### src/rtl/word_bank_scanner_if.sv
// word_bank_scanner_if
//   Bundles the write port, scan control and scan output of the word bank
//   scanner. Clock and reset are kept outside as plain ports.
//   master : driver side (writes words, starts/aborts scans, gives Ready)
//   slave  : scanner side (holds the bank, presents one beat per slot)
//   Signals:
//     WrEn/WrAddr/WrData : bank write strobe, slot index, word
//     Start/Abort        : begin a full scan / drop the scan in progress
//     Ready              : downstream accepts the beat at slot S
//     D                  : packed bank, slot i at [i*Width +: Width]
//     S/Valid/Last       : current beat select, beat present, final slot
//     Busy/Done          : scanner not idle, one-cycle completion pulse
interface word_bank_scanner_if #(
  parameter int Width       = 8,
  parameter int AddressSize = 2
);
  localparam int N = 2 ** AddressSize;

  logic                   WrEn;
  logic [AddressSize-1:0] WrAddr;
  logic [Width-1:0]       WrData;
  logic                   Start;
  logic                   Abort;
  logic                   Ready;
  logic [Width*N-1:0]     D;
  logic [AddressSize-1:0] S;
  logic                   Valid;
  logic                   Last;
  logic                   Busy;
  logic                   Done;

  modport master (
    output WrEn, WrAddr, WrData, Start, Abort, Ready,
    input  D, S, Valid, Last, Busy, Done
  );

  modport slave (
    input  WrEn, WrAddr, WrData, Start, Abort, Ready,
    output D, S, Valid, Last, Busy, Done
  );
endinterface

### src/rtl/word_bank_scanner.sv
// word_bank_scanner
//   Holds N = 2**AddressSize registered words and, on request, walks the
//   select S over every slot with a valid/ready handshake so a downstream
//   word selector can pick each word out of the packed bank D.
//   Ports:
//     Clock : rising-edge clock
//     Reset : asynchronous active-low reset (clears FSM and bank)
//     bus   : word_bank_scanner_if.slave (write port, scan control/outputs)
//   The bank is only writable while idle, so the words seen during a scan
//   cannot change under the downstream consumer.
module word_bank_scanner #(
  parameter int Width       = 8,
  parameter int AddressSize = 2
) (
  input  logic                 Clock,
  input  logic                 Reset,
  word_bank_scanner_if.slave   bus
);

  localparam int N = 2 ** AddressSize;
  localparam logic [AddressSize-1:0] LastSlot = '1;

  typedef enum logic [1:0] {
    IDLE = 2'd0,
    SCAN = 2'd1,
    DONE = 2'd2
  } state_t;

  state_t                 state_q, state_d;
  logic [AddressSize-1:0] s_q, s_d;
  logic [Width-1:0]       bank_q [N];
  logic [Width-1:0]       bank_d [N];
  logic [Width*N-1:0]     d_flat;

  // ---------------------------------------------------------------------
  // Scan FSM
  // ---------------------------------------------------------------------
  always_ff @(posedge Clock or negedge Reset) begin
    if (!Reset) begin
      state_q <= IDLE;
      s_q     <= '0;
    end else begin
      state_q <= state_d;
      s_q     <= s_d;
    end
  end

  always_comb begin
    state_d = state_q;
    s_d     = s_q;
    case (state_q)
      IDLE: begin
        s_d = '0;
        if (bus.Start) begin
          state_d = SCAN;
        end
      end
      SCAN: begin
        // Abort wins over a handshake landing in the same cycle.
        if (bus.Abort) begin
          state_d = IDLE;
          s_d     = '0;
        end else if (bus.Ready) begin
          if (s_q == LastSlot) begin
            state_d = DONE;
          end else begin
            s_d = s_q + 1'b1;
          end
        end
      end
      DONE: begin
        // Single completion cycle; Start/Abort seen here are dropped.
        state_d = IDLE;
        s_d     = '0;
      end
      default: begin
        state_d = IDLE;
        s_d     = '0;
      end
    endcase
  end

  // ---------------------------------------------------------------------
  // Word bank: one register per slot, written only in IDLE. A write that
  // coincides with Start lands at the same edge the scan begins, so the
  // first beat already sees it.
  // ---------------------------------------------------------------------
  generate
    for (genvar gi = 0; gi < N; gi++) begin : g_slot
      always_comb begin
        bank_d[gi] = bank_q[gi];
        if (state_q == IDLE && bus.WrEn &&
            bus.WrAddr == AddressSize'(gi)) begin
          bank_d[gi] = bus.WrData;
        end
      end

      always_ff @(posedge Clock or negedge Reset) begin
        if (!Reset) begin
          bank_q[gi] <= '0;
        end else begin
          bank_q[gi] <= bank_d[gi];
        end
      end
    end
  endgenerate

  always_comb begin
    d_flat = '0;
    for (int i = 0; i < N; i++) begin
      d_flat[i*Width +: Width] = bank_q[i];
    end
  end

  // ---------------------------------------------------------------------
  // Outputs: all decoded from registers only.
  // ---------------------------------------------------------------------
  assign bus.D     = d_flat;
  assign bus.S     = s_q;
  assign bus.Valid = (state_q == SCAN);
  assign bus.Last  = (state_q == SCAN) && (s_q == LastSlot);
  assign bus.Busy  = (state_q != IDLE);
  assign bus.Done  = (state_q == DONE);

endmodule

### src/flat_wrapper.sv
// flat-port wrapper written by rule: the top's interface ports become plain ports
module word_bank_scanner_flat 
#(
  parameter int Width       = 8,
  parameter int AddressSize = 2
)
  (Clock, Reset, bus_WrEn, bus_WrAddr, bus_WrData, bus_Start, bus_Abort, bus_Ready, bus_D, bus_S, bus_Valid, bus_Last, bus_Busy, bus_Done);
  word_bank_scanner_if #(.Width(Width), .AddressSize(AddressSize)) bus_i ();
  input  logic Clock;
  input  logic Reset;
  input wire logic [$bits(bus_i.WrEn)-1:0] bus_WrEn;
  input wire logic [$bits(bus_i.WrAddr)-1:0] bus_WrAddr;
  input wire logic [$bits(bus_i.WrData)-1:0] bus_WrData;
  input wire logic [$bits(bus_i.Start)-1:0] bus_Start;
  input wire logic [$bits(bus_i.Abort)-1:0] bus_Abort;
  input wire logic [$bits(bus_i.Ready)-1:0] bus_Ready;
  output wire logic [$bits(bus_i.D)-1:0] bus_D;
  output wire logic [$bits(bus_i.S)-1:0] bus_S;
  output wire logic [$bits(bus_i.Valid)-1:0] bus_Valid;
  output wire logic [$bits(bus_i.Last)-1:0] bus_Last;
  output wire logic [$bits(bus_i.Busy)-1:0] bus_Busy;
  output wire logic [$bits(bus_i.Done)-1:0] bus_Done;
  assign bus_i.WrEn = bus_WrEn;
  assign bus_i.WrAddr = bus_WrAddr;
  assign bus_i.WrData = bus_WrData;
  assign bus_i.Start = bus_Start;
  assign bus_i.Abort = bus_Abort;
  assign bus_i.Ready = bus_Ready;
  assign bus_D = bus_i.D;
  assign bus_S = bus_i.S;
  assign bus_Valid = bus_i.Valid;
  assign bus_Last = bus_i.Last;
  assign bus_Busy = bus_i.Busy;
  assign bus_Done = bus_i.Done;
  word_bank_scanner #(.Width(Width), .AddressSize(AddressSize)) u_core (.Clock(Clock), .Reset(Reset), .bus(bus_i));
endmodule
### config.mk
export PLATFORM = sky130hd
export DESIGN_NAME = word_bank_scanner_flat
export DESIGN_NICKNAME = d
export VERILOG_FILES = /design/src/rtl/word_bank_scanner_if.sv /design/src/rtl/word_bank_scanner.sv /design/src/flat_wrapper.sv
export SDC_FILE = /design/constraint.sdc
export NUM_CORES = 1
export LEC_CHECK = 0
export CAP_MARGIN = 20
export CELL_PAD_IN_SITES_DETAIL_PLACEMENT = 1
export CELL_PAD_IN_SITES_GLOBAL_PLACEMENT = 1
export CORE_MARGIN = 1
export CORE_UTILIZATION = 31
export DETAILED_ROUTE_END_ITERATION = 10
export PLACE_DENSITY_LB_ADDON = 0.3
export REMOVE_ABC_BUFFERS = 1
export SYNTH_ARGS = -nofsm -noshare
export SYNTH_HDL_FRONTEND = slang
export SYNTH_SLANG_ARGS = --single-unit
### constraint.sdc
create_clock -name Clock -period 1.5 [get_ports Clock]
set_clock_uncertainty 0.1 [all_clocks]
set_input_delay 0.3 -clock Clock [delete_from_list [all_inputs] [get_ports Clock]]
set_output_delay 0.3 -clock Clock [all_outputs]
set_load 0.05 [all_outputs]
==> impl_summary.txt, run 1 <==
----------------------------------------------------
[Min path]
  Path type of the worst min-delay path ... in -> async

[Logic synthesis]
  Average cell area after synthesis ... 16.2 sq um
  Combinational family with the most area after synthesis ... multiplexers
  Adder and majority cell fraction of the synthesized area ... 0.00850
  Netlist cell types ... 20
  Post-synthesis simple-gate area fraction ... 0.0807
  Synthesis-stage register bit count ... 36
  Most common cell in the netlist ... sky130_fd_sc_hd__dfrtp_1
  Synth area leaders ... sky130_fd_sc_hd__dfrtp_1, sky130_fd_sc_hd__mux2_2, sky130_fd_sc_hd__mux2_4
  Number of enable flip-flop cells after synthesis ... 0
  Most used DFF post-synth ... sky130_fd_sc_hd__dfrtp_1
  Post-synthesis cell area ... 1470 sq um
  Syn. warnings ... 0
  Parity-gate share of the synthesized area counting xor and xnor cells ... 0.00595
  Post-synthesis cell type with the largest combined area ... sky130_fd_sc_hd__dfrtp_1
  Share of the synthesized area in compound gates (AO/OA/AOI/OAI) ... 0.00340
  Portion of netlist area occupied by mux cells ... 0.272
  Share of synthesized registers carrying an async set or reset ... 1.00
  Sequential share of the synthesized area ... 0.612
  Synthesized instance count ... 91
  Area share of the largest cell type after synthesis ... 0.612
  Post-synth top cells ... sky130_fd_sc_hd__dfrtp_1, sky130_fd_sc_hd__mux2_2, sky130_fd_sc_hd__mux2_4

[Placement]
  Dpl hpwl ... 3040 microns
  Post-Place Worst Slack ... -0.347 ns
  Last weighted congestion value of the routability-driven placer ... 0.663
  Number of buffer cells added on primary ports ... 53
  Post-Place Cell Area ... 2510 sq um
  Placed instance count ... 203

[Critical path]
  CP max FO ... 2
  Worst path arrival time ... 1.32 ns
  Worst setup path startpoint ... u_core.state_q[1]
  R2R Setup Slk ... -0.19 ns
  Crit Path Category ... reg -> out
  R2R cell count ... 6
  Source of the worst register-to-register timing path ... u_core.state_q[1]
  Crit end category ... output pin
  RR Endpoint ... u_core.bus.D[6]
  CP required ... 1.10 ns
  Category of the worst setup path launch point ... flip-flop

[Drt]
  Pre-antenna DRT Iters ... 5
  Detailed-route wire length per cell ... 18.6 microns
  DRC ... 0
  Aggregate routed wire length ... 4030 microns
  Vias per std cell ... 4.74
  Via count ... 1,029
  Initial detailed-routing violation count ... 48
  Antenna violation net count after detailed routing ... 0

[Finish]
  Number of diodes ... 0
  Post-Layout Cell Count ... 217
  Seq. cell area ... 901 sq um
  Layout cells sized above 1 ... 0.588
  Combined area of the multi-input logic cells ... 596 sq um
  Fill cell instance count of the final layout ... 402
  Final layout net count ... 181
  Final instance area ... 2740 sq um
  Relative area change from synthesis to final layout ... 85.9%
  Util after Layout ... 0.612

[STA]
  Unrepaired setup endpoints after global routing ... true
  Final worst-path cycle share ... 1.15
  Worst Slack Setup Final ... -0.219 ns
  Max-slew headroom ... 0.685
  Total negative slack for setup checks ... -3.94 ns
  Max Freq ... 582 MHz
  Number of endpoints with negative hold slack in the final report ... 0
  Final setup violation count ... 36
  Fin Hold WS ... 0.385 ns
  Min Tclk post-route ... 1.72 ns
  Pins Over Slew Limit ... 0
  Transition at the pin with the smallest max-transition slack ... 0.473 ns

[Power]
  Maximum vdd ir drop ... 0.881 mV
  Leakage power figure ... 1.25 nW
  Cell Pwr Density ... 1820 nW/um^2
  Total Power Consumption ... 4.98 mW

[CTS]
  Skew-Pair Late Insertion Delay ... 0.29 ns
  CTS H-tree depth ... 2
  TritonCTS Sinks ... 36
  CTS tree ... built
  Buffer type at the clock tree root ... sky130_fd_sc_hd__clkbuf_8
  Clock buffers created by TritonCTS ... 5
  Maximum root-to-sink buffer count ... 2
  Clock-pin slew of the registers on the worst-case setup and hold paths ... 0.08 ns

[Die]
  Initial cell density of the core ... 0.329
  Total number of placement rows ... 24
  Overall die width ... 70.9 microns
  DIE HEIGHT ... 70.9 microns
  Placeable core region ... 4470 sq um
  Number of top-level design ports ... 54
  Total die area ... 5030 sq um

[Global route]
  Aggregate global-route resource usage ... 0.184
  Antenna violations before repair ... 0
  Pin count of the biggest net entering global routing ... 22
  Global-route wire length before repair ... 6670 microns
  Overflow after GRT ... 0
  Vias in the first global route ... 1,192

[Flow run]
  Maximum Capacitance Violations ... 0

[Run status]
  Status ... finished, violations left
  Failing checks ... setup timing

----------------------------------------------------
critical path: stages, from the launching register on:
cell and delay [ns]:
sky130_fd_sc_hd__dfrtp_1 0.40, sky130_fd_sc_hd__buf_6 0.12, sky130_fd_sc_hd__and2b_1 0.21, sky130_fd_sc_hd__and2_4 0.16
sky130_fd_sc_hd__buf_12 0.13
layout make-up:
type | instances | share of cell area
inverter | 1 | 0.00137
multi-input combinational | 52 | 0.218
timing repair buffer | 68 | 0.388
clock buffer | 5 | 0.0251
clock inverter | 3 | 0.0155
tap | 52 | 0.0238
sequential | 36 | 0.329
metal layers:
metal  wire (microns)  global-route usage  up-vias  share of wire
met5                0                   0        -              0
met4               85              0.0867        0          0.021
met3              186              0.0527        7          0.046
met2             2160               0.309       33           0.53
met1             1610               0.218      526           0.40
li1                 -                   -      463              -
cells in the final DEF (no fill, tap or decap), drive strengths merged:
| cell | netlist | final |
|---|---|---|
| buf | 2 | 53 |
| dfrtp | 36 | 36 |
| mux2 | 32 | 32 |
| clkdlybuf4s50 | 0 | 14 |
| clkbuf | 0 | 5 |
| nor2 | 5 | 5 |
| nor2b | 2 | 2 |
| and2 | 2 | 2 |
| and2b | 1 | 1 |
| inv | 1 | 1 |
| and4bb | 1 | 1 |
| nand4b | 1 | 1 |
| nand4 | 1 | 1 |
| and4b | 1 | 1 |
| nand2b | 1 | 1 |
| nand2 | 1 | 1 |
| o21ai | 1 | 1 |
| xnor2 | 1 | 1 |
| mux2i | 1 | 1 |
| ha | 1 | 1 |
| clkinv | 0 | 1 |
| clkinvlp | 0 | 1 |
| bufinv | 0 | 1 |
| dlygate4sd3 | 0 | 1 |
state kept, by name (all words and copies together), names as in the netlist:
| signal | cells |
|---|---|
| u_core.bus.D | 32 |
| u_core.bus.S | 2 |
| u_core.state_q | 2 |
kinds of logic after synthesis:
logic type / Yosys count
flip-flops: 36
multiplexers: 33
AND/OR/NAND/NOR: 16
buffers and inverters: 3
AO/OA/AOI/OAI: 1
XOR/XNOR: 1
adder cells (fa/ha/maj): 1
power breakdown:
| group | total, mW | internal [mW] | switching [mW] |
|---|---|---|---|
| Clock | 0.859 | 0.492 | 0.367 |
| Sequential | 1.54 | 1.23 | 0.310 |
| Combinational | 2.58 | 1.34 | 1.24 |
how the worst max path moves through the flow:
stage,depth (start not counted),slack (ns),endpoint
floorplan,2,-0.32,bus_Last
global placement,4,-0.30,u_core.bus.D[0]
detailed placement,4,-0.35,u_core.bus.D[16]
CTS,4,-0.22,bus_Last
global route,4,-0.25,bus_Last
finish,4,-0.22,bus_Last
what timing repair did:
item / in CTS / in global routing
hold endpoints to repair: 19 / 0
setup buffers: 5 / 0
pin swaps: 3 / 0
setup endpoints to repair: 28 / 36
hold buffers: 1 / 0
resized for setup: 15 / 0
No activity file was read; power rests on OpenSTA's default activity.
==> run 2: changes to the inputs <==
--- a/config.mk
+++ b/config.mk
@@ -8,7 +8,7 @@
 export CAP_MARGIN = 20
 export CELL_PAD_IN_SITES_DETAIL_PLACEMENT = 1
 export CELL_PAD_IN_SITES_GLOBAL_PLACEMENT = 1
-export CORE_MARGIN = 1
+export CORE_MARGIN = 2
 export CORE_UTILIZATION = 31
 export DETAILED_ROUTE_END_ITERATION = 10
 export PLACE_DENSITY_LB_ADDON = 0.3
==> run 2 against run 1 <==
Against the previous run:
- the flow still finishes with violations (setup timing)
- hold slack better by 0.024 ns
- wire length increased by 0.52%
- sequential power hardly changed
- fmax grew 1.9%
- combinational power is essentially flat
- first-iteration DRC count down 42%
- sequential share of layout area is 0.090 points lower
- register-to-register slack gained 0.07 ns
- count of clock-buffer cells in the layout is 2 higher
- non-clock buffer count is the same
- critical path type unchanged
- largest cell class unchanged
==> impl_summary.txt, run 2 (synthesis results as in run 1) <==
----------------------------------------------------
[Run status]
  Status ... finished, violations left
  Failing checks ... setup timing

[Die]
  Total number of placement rows ... 25
  Initial cell density of the core ... 0.316
  Placeable core region ... 4660 sq um
  Number of top-level design ports ... 54
  Total die area ... 5320 sq um
  Overall die width ... 72.9 microns
  DIE HEIGHT ... 72.9 microns

[Global route]
  Overflow after GRT ... 0
  Global Route met3 Usage ... 0.0428
  Pin count of the biggest net entering global routing ... 22
  Routing usage on met2 ... 0.303
  Most Crowded Layer GR ... met2
  Met1 Use GR ... 0.184
  Aggregate global-route resource usage ... 0.171
  Global-route wire length before repair ... 6510 microns
  Antenna violations before repair ... 0
  Vias in the first global route ... 1,198

[Drt]
  Detailed-route wire length per cell ... 18.5 microns
  Via count ... 1,030
  Antenna violation net count after detailed routing ... 0
  Pre-antenna DRT Iters ... 4
  Aggregate routed wire length ... 4050 microns
  Vias per std cell ... 4.70
  Initial detailed-routing violation count ... 28
  DRC ... 0

[STA]
  Min Tclk post-route ... 1.69 ns
  Pins Over Slew Limit ... 0
  Max Freq ... 593 MHz
  Total negative slack for setup checks ... -3.19 ns
  Fin Hold WS ... 0.409 ns
  Max-slew headroom ... 0.673
  Transition at the pin with the smallest max-transition slack ... 0.490 ns
  Number of endpoints with negative hold slack in the final report ... 0
  Unrepaired setup endpoints after global routing ... true
  Final setup violation count ... 36
  Final worst-path cycle share ... 1.13
  Worst Slack Setup Final ... -0.188 ns

[Placement]
  Number of buffer cells added on primary ports ... 53
  Dpl hpwl ... 2900 microns
  Last weighted congestion value of the routability-driven placer ... 0.796
  Post-Place Cell Area ... 2510 sq um

[CTS]
  Clock buffers created by TritonCTS ... 5
  CTS tree ... built
  Clock-pin slew of the registers on the worst-case setup and hold paths ... 0.07 ns
  TritonCTS Sinks ... 36
  Buffer type at the clock tree root ... sky130_fd_sc_hd__clkbuf_8
  Skew-Pair Late Insertion Delay ... 0.29 ns
  Maximum root-to-sink buffer count ... 2
  CTS H-tree depth ... 2

[Finish]
  Util after Layout ... 0.589
  Max FFs per register ... 32
  Final instance area ... 2750 sq um
  Most common cell after layout, fill and taps aside ... sky130_fd_sc_hd__buf_12
  Number of diodes ... 0
  Layout cells sized above 1 ... 0.600
  Fill cell instance count of the final layout ... 430
  Final layout net count ... 181
  Seq. cell area ... 901 sq um
  Relative area change from synthesis to final layout ... 86.4%
  Combined area of the multi-input logic cells ... 594 sq um
  Commonest cells after routing, fill and taps aside ... sky130_fd_sc_hd__buf_12, sky130_fd_sc_hd__dfrtp_1, sky130_fd_sc_hd__mux2_2

[Power]
  Portion of total power attributed to the clock network ... 0.185
  Cell Pwr Density ... 1840 nW/um^2
  Net Sw Power ... 1.90 mW
  Share of total power in combinational logic ... 0.511
  Total Power Consumption ... 5.05 mW
  Sw Ratio ... 0.376
  Part of the total power dissipated in sequential elements ... 0.304
  P_int ... 3.15 mW
  Leakage power figure ... 1.25 nW
  Maximum vdd ir drop ... 0.884 mV

[Critical path]
  Crit Path Category ... reg -> out
  CP max FO ... 2
  CP required ... 1.10 ns
  Worst path arrival time ... 1.29 ns
  Crit end category ... output pin
  Category of the worst setup path launch point ... flip-flop

[Min path]
  Path type of the worst min-delay path ... in -> async

[Flow run]
  Maximum Capacitance Violations ... 0

----------------------------------------------------
[run 2: changes by cell type in the layout (fill, tap and decap cells not counted), sizes merged]
cell / change
clkbuf: +2
clkinvlp: -1
clkinv: -1
[run 2: critical path: stages (launching register included)]
cell	delay, ns
sky130_fd_sc_hd__dfrtp_1	0.40
sky130_fd_sc_hd__buf_6	0.12
sky130_fd_sc_hd__and2b_1	0.20
sky130_fd_sc_hd__and2_4	0.15
sky130_fd_sc_hd__buf_12	0.13
[run 2: cell type report]
| type | instances | area share |
|---|---|---|
| Timing Repair Buffer | 68 | 0.383 |
| Sequential cell | 36 | 0.328 |
| Multi-Input combinational cell | 52 | 0.216 |
| Clock buffer | 7 | 0.0351 |
| Tap cell | 54 | 0.0246 |
| Clock inverter | 1 | 0.0109 |
| Inverter | 1 | 0.00137 |
[run 2: path summary, 6_finish.rpt]
check | startpoint | end | slack (ns) | cells past startpoint
min in group Clock | u_core.bus.D[24] | u_core.bus.D[24] | 0.47 | 1
setup reg to reg | u_core.state_q[1] | u_core.bus.D[18] | -0.12 | 5
hold / removal | Reset | u_core.bus.D[22] | 0.41 | 2
max in group asynchronous | Reset | u_core.bus.D[5] | 0.38 | 3
hold reg to reg | u_core.bus.D[24] | u_core.bus.D[24] | 0.47 | 1
setup / recovery | u_core.state_q[1] | bus_Last | -0.19 | 4
[run 2: routing by layer]
layer / wire, microns / share of wire
met2: 2230 / 0.55
met3: 184 / 0.045
met4: 115 / 0.028
met5: 0 / 0
met1: 1530 / 0.38
[run 2: metrics by stage]
step | cells | setup slack [ns]
2_1_floorplan | 89 | -0.317
4_1_cts | 219 | -0.203
3_3_place_gp | 206 | -0.299
3_5_place_dp | 206 | -0.339
6_report | 219 | -0.188
5_1_grt | 219 | -0.236
[run 2: timing repair]
action | in CTS | in global routing
hold endpoints to repair | 19 | 0
setup buffers | 4 | 0
gates resized for setup | 12 | 5
hold buffers | 1 | 0
pin swaps | 2 | 1
endpoints found under the setup margin | 28 | 36
[run 2: power by group through the flow]
| stage | clock (mW) | combinational (mW) | sequential, mW |
|---|---|---|---|
| 5_1_grt | 0.995 | 2.66 | 1.57 |
| 3_3_place_gp | 0 | 2.48 | 1.53 |
| 2_1_floorplan | 0 | 0.334 | 2.29 |
| 4_1_cts | 0.964 | 2.58 | 1.53 |
| 6_report | 0.933 | 2.58 | 1.53 |
| 3_5_place_dp | 0 | 2.53 | 1.55 |
